`src/rtl/fetch_unit.sv`:
```
// rtl/fetch_unit.sv - LEGv8 instruction-fetch stage: PC, IF/ID register, exception entry/return.
module fetch_unit #(
  parameter int           N          = 64,
  parameter logic [N-1:0] EXC_VECTOR = 64'h0000_0000_0000_00D8
) (
  input  logic         clk,
  input  logic         reset,
  input  logic         stall_i,
  input  logic         pcsrc_i,
  input  logic [N-1:0] pcbranch_i,
  input  logic         exc_i,
  input  logic [N-1:0] exc_pc_i,
  input  logic         eret_i,
  output logic [5:0]   imem_addr_o,
  input  logic [31:0]  instr_i,
  output logic [N-1:0] if_pc_o,
  output logic [31:0]  if_instr_o,
  output logic         if_valid_o,
  output logic [N-1:0] elr_o,
  output logic         in_handler_o
);

  typedef enum logic {NORMAL, HANDLER} mode_t;

  mode_t        state;
  logic [N-1:0] pc;
  logic [N-1:0] elr;
  logic         exc_take;
  logic         eret_take;
  logic         redirect;

  // exc only counts in NORMAL and eret only in HANDLER, so the two are mutually exclusive
  assign exc_take  = exc_i && (state == NORMAL);
  assign eret_take = eret_i && (state == HANDLER);
  assign redirect  = exc_take || eret_take || pcsrc_i;

  always_ff @(posedge clk or posedge reset) begin
    if (reset) begin
      state <= NORMAL;
      pc    <= '0;
      elr   <= '0;
    end else if (exc_take) begin
      state <= HANDLER;
      pc    <= EXC_VECTOR;
      elr   <= exc_pc_i;
    end else if (eret_take) begin
      state <= NORMAL;
      pc    <= elr;
    end else if (pcsrc_i) begin
      pc <= {pcbranch_i[N-1:2], 2'b00};
    end else if (!stall_i) begin
      pc <= pc + N'(4);
    end
  end

  // Redirect flushes the wrong-path slot even when the hazard unit is stalling
  always_ff @(posedge clk or posedge reset) begin
    if (reset) begin
      if_pc_o    <= '0;
      if_instr_o <= '0;
      if_valid_o <= 1'b0;
    end else if (redirect) begin
      if_pc_o    <= '0;
      if_instr_o <= '0;
      if_valid_o <= 1'b0;
    end else if (!stall_i) begin
      if_pc_o    <= pc;
      if_instr_o <= instr_i;
      if_valid_o <= 1'b1;
    end
  end

  assign imem_addr_o  = pc[7:2];
  assign elr_o        = elr;
  assign in_handler_o = (state == HANDLER);

endmodule

```
`config.mk`:
```
export PLATFORM = sky130hd
export DESIGN_NAME = fetch_unit
export DESIGN_NICKNAME = d
export VERILOG_FILES = /design/src/rtl/fetch_unit.sv
export SDC_FILE = /design/constraint.sdc
export NUM_CORES = 1
export LEC_CHECK = 0
export CORE_MARGIN = 1
export CORE_UTILIZATION = 35
export DETAILED_ROUTE_END_ITERATION = 16
export SYNTH_ARGS = -nofsm -noshare
export SYNTH_HDL_FRONTEND = slang
export SYNTH_SLANG_ARGS = --single-unit
export TNS_END_PERCENT = 20
```
`constraint.sdc`:
```
create_clock -name clk -period 15.1 [get_ports clk]
set_clock_uncertainty 0.1 [all_clocks]
set_input_delay 2.265 -clock clk [delete_from_list [all_inputs] [get_ports clk]]
set_output_delay 2.265 -clock clk [all_outputs]
set_load 0.03 [all_outputs]
```
==> metrics <==
FF-to-FF Start pc[3]; global route overflow 0; die width 182 um; Cell variety after synth 63; DIE AREA 33300 um2; area of the mapped netlist 11400 um2; crit path capture type flop; Post-synth EDFFs 0; vias per inst 5.40; Tot GR Track Use 0.244; sw power 0.727 mW; Worst-path clk slew 0.06 ns; share of the yosys chip area belonging to registers 0.496; CTS Buf Count 27; dpl hpwl 28700 um; Syn. warnings 0; leakage power 6.98 nW; outcome completed; TritonCTS clock tree yes; Yosys top cell area share 0.496; crit path capture pc[54]; Max-cap violations 0; drt total wl 40800 um; DIE HEIGHT 182 um; Synth Area per Inst 8.92 um2; DRT iter0 DRCs 780; antenna violations before repair 2; HP Class flop to flop; Rows 65; Final period util 0.332; Final GP Congestion 0.890; Pwr Density 130 nW/um2; RSZ-0062 raised after global routing no; worst slew pin tran 1.20 ns; Initial Util 0.358; crit-path cells clkdlybuf4s50_1 > nor2b_4 > buf_4 > nor2_1 > o21ai_0 > o21ai_0 > a211o_1; Port-buffer cells 331; Critical Path AT 5.33 ns; most common cell in the netlist nand2_1; sequential share of power 0.407; max incr delay on CP 0.77 ns; pre-CTS WS 9.57 ns; Fin. Hold Viols 0; vias 10800; Cells after Synth 1277; Async S/R FF share, synth 1.00; Tmin final 5.01 ns; post-CTS setup buffers 0; CP max FO 68; DRC viols 0; crit path from exc_i; Core Box Area 31800 um2; Max rail drop VDD 0.0000810 V; first-pass GRT wire length 63300 um; Pint 1.34 mW; share of layout cells above drive strength 1 0.0446; DRT Pass-1 Iters 5; cell family with the largest share of critical-path delay buffers and inverters; Clk pwr share 0.320; pin count of the biggest net entering global routing 112; Max Slew Vio Count 0; Max-slew headroom 0.195; Nets 1718; final count of negative-setup-slack endpoints 0; Pwr Total 2.07 mW; R2R depth 7; leading area contributor after synthesis dfrtp_1; switching share of power 0.352; clk buf depth 3; antenna-violating nets left 0; number of global-route vias before repair 10300; Worst EP required 15.42 ns; hold_buf cts 0; CP most frequent cell o21ai_0; cts repair resizes 0; largest cells by area after synthesis dfrtp_1 (50%), mux2i_1 (8.7%), nand2_1 (8.7%); slowest cell on the critical path nor2b_4; clock latency on the worst-skew pair 0.54 ns; ys flop type dfrtp_1; synthesis-stage register bit count 226; final core occ 0.500; synth cell count leaders nand2_1 (264), dfrtp_1 (226), nor2_1 (138); startpoint types input pin; Fin Setup TNS 0 ns; Critical R2R Capture pc[42]; I/O pin count 334; kind of critical path input pin to flop; Area Growth Syn to Fin 39.5%; CTS root buffer clkbuf_16; WP depth 7; syn nets 1444; diodes inserted 0; Logic pwr share 0.273; H-tree level count 1; r2r setup slk 11.64 ns; FMAX 200 MHz; drt wl/cell 20.4 um; Sink Count 226; Worst Slack Setup Final 10.09 ns; WP buf/inv 2
## power groups by stage
| stage | Combinational (mW) | Sequential (mW) | Clock (mW) |
|---|---|---|---|
| final | 0.563 | 0.841 | 0.661 |
| after global routing | 0.608 | 0.856 | 0.701 |
| after CTS | 0.567 | 0.837 | 0.674 |
| after detailed placement | 0.564 | 0.847 | 0 |
| after global placement | 0.560 | 0.844 | 0 |
| after floorplan | 0.236 | 0.897 | 0 |
## registers in the layout (all words and copies together) (netlist names)
name,flops
elr_o,64
if_instr_o,32
if_pc_o,64
if_valid_o,1
in_handler_o,1
pc,64
## final cells by class
cell class / instances / area [um2]
clock buffer: 43 / 816
clock inverter: 5 / 78.8
fill: 2996 / 15900
inverter: 15 / 63.8
multi-input combinational: 934 / 5300
sequential: 226 / 5660
tap: 435 / 544
timing repair buffer: 347 / 3430
## cell families after synthesis
logic type               after synthesis  share of synthesized area
multiplexers                          99                     0.0870
adder cells (fa/ha/maj)                1                    0.00110
AO/OA/AOI/OAI                        235                      0.131
XOR/XNOR                              13                     0.0100
AND/OR/NAND/NOR                      586                      0.234
flip-flops                           226                      0.496
buffers and inverters                117                     0.0411
## worst register-to-register path, stage by stage, from the launching register on
cell and delay, ns:
dfrtp_1 0.50, ha_1 0.31, nand4_1 0.13, or4_1 0.62, nor3_1 1.02, and4_1 0.40
xnor2_1 0.16, o22ai_1 0.10
## worst min-delay path by stage
| stage | from | endpoint | slack (ns) | depth (start not counted) |
|---|---|---|---|---|
| 5_1_grt | pc[0] | pc[0] | 0.42 | 1 |
| 6_report | pc[1] | pc[1] | 0.40 | 1 |
| 2_1_floorplan | pc[0] | pc[0] | 0.37 | 1 |
| 4_1_cts | pc[1] | pc[1] | 0.40 | 1 |
| 3_3_place_gp | pc[1] | pc[1] | 0.38 | 1 |
| 3_5_place_dp | pc[1] | pc[1] | 0.38 | 1 |
## layer usage
metal | wire (um) | track usage | vias up
met5 | 27 | 0 | -
li1 | - | - | 5037
met3 | 3290 | 0.0525 | 67
met2 | 18100 | 0.367 | 469
met1 | 18300 | 0.352 | 5257
met4 | 1110 | 0.0713 | 4
## cells in the final DEF, fill, tap and decap left out, types with 9 or more instances in the layout
cell	netlist	routed
buf_4	6	16
nand3_1	46	46
nor2_1	138	138
inv_1	15	14
nand4_1	22	22
o21ai_0	70	70
dfrtp_1	226	226
clkbuf_16	0	27
and4_1	9	9
nor4_1	12	12
nand3b_1	14	14
o211ai_1	11	11
a21oi_1	63	63
nor3_1	23	23
mux2i_1	99	99
clkdlybuf4s50_1	0	329
and3_1	16	16
nand2_1	264	262
a31oi_1	9	9
## stage by stage
| stage | std cells | area (um2) | hold WS [ns] |
|---|---|---|---|
| after floorplan | 1277 | 11400 | 0.365 |
| after global placement | 1957 | 15000 | 0.384 |
| after detailed placement | 1957 | 15000 | 0.384 |
| after CTS | 2005 | 15900 | 0.402 |
| after global routing | 2005 | 15900 | 0.422 |
| final | 2005 | 15900 | 0.398 |
Note: power is estimated with default switching activity, not from simulation.
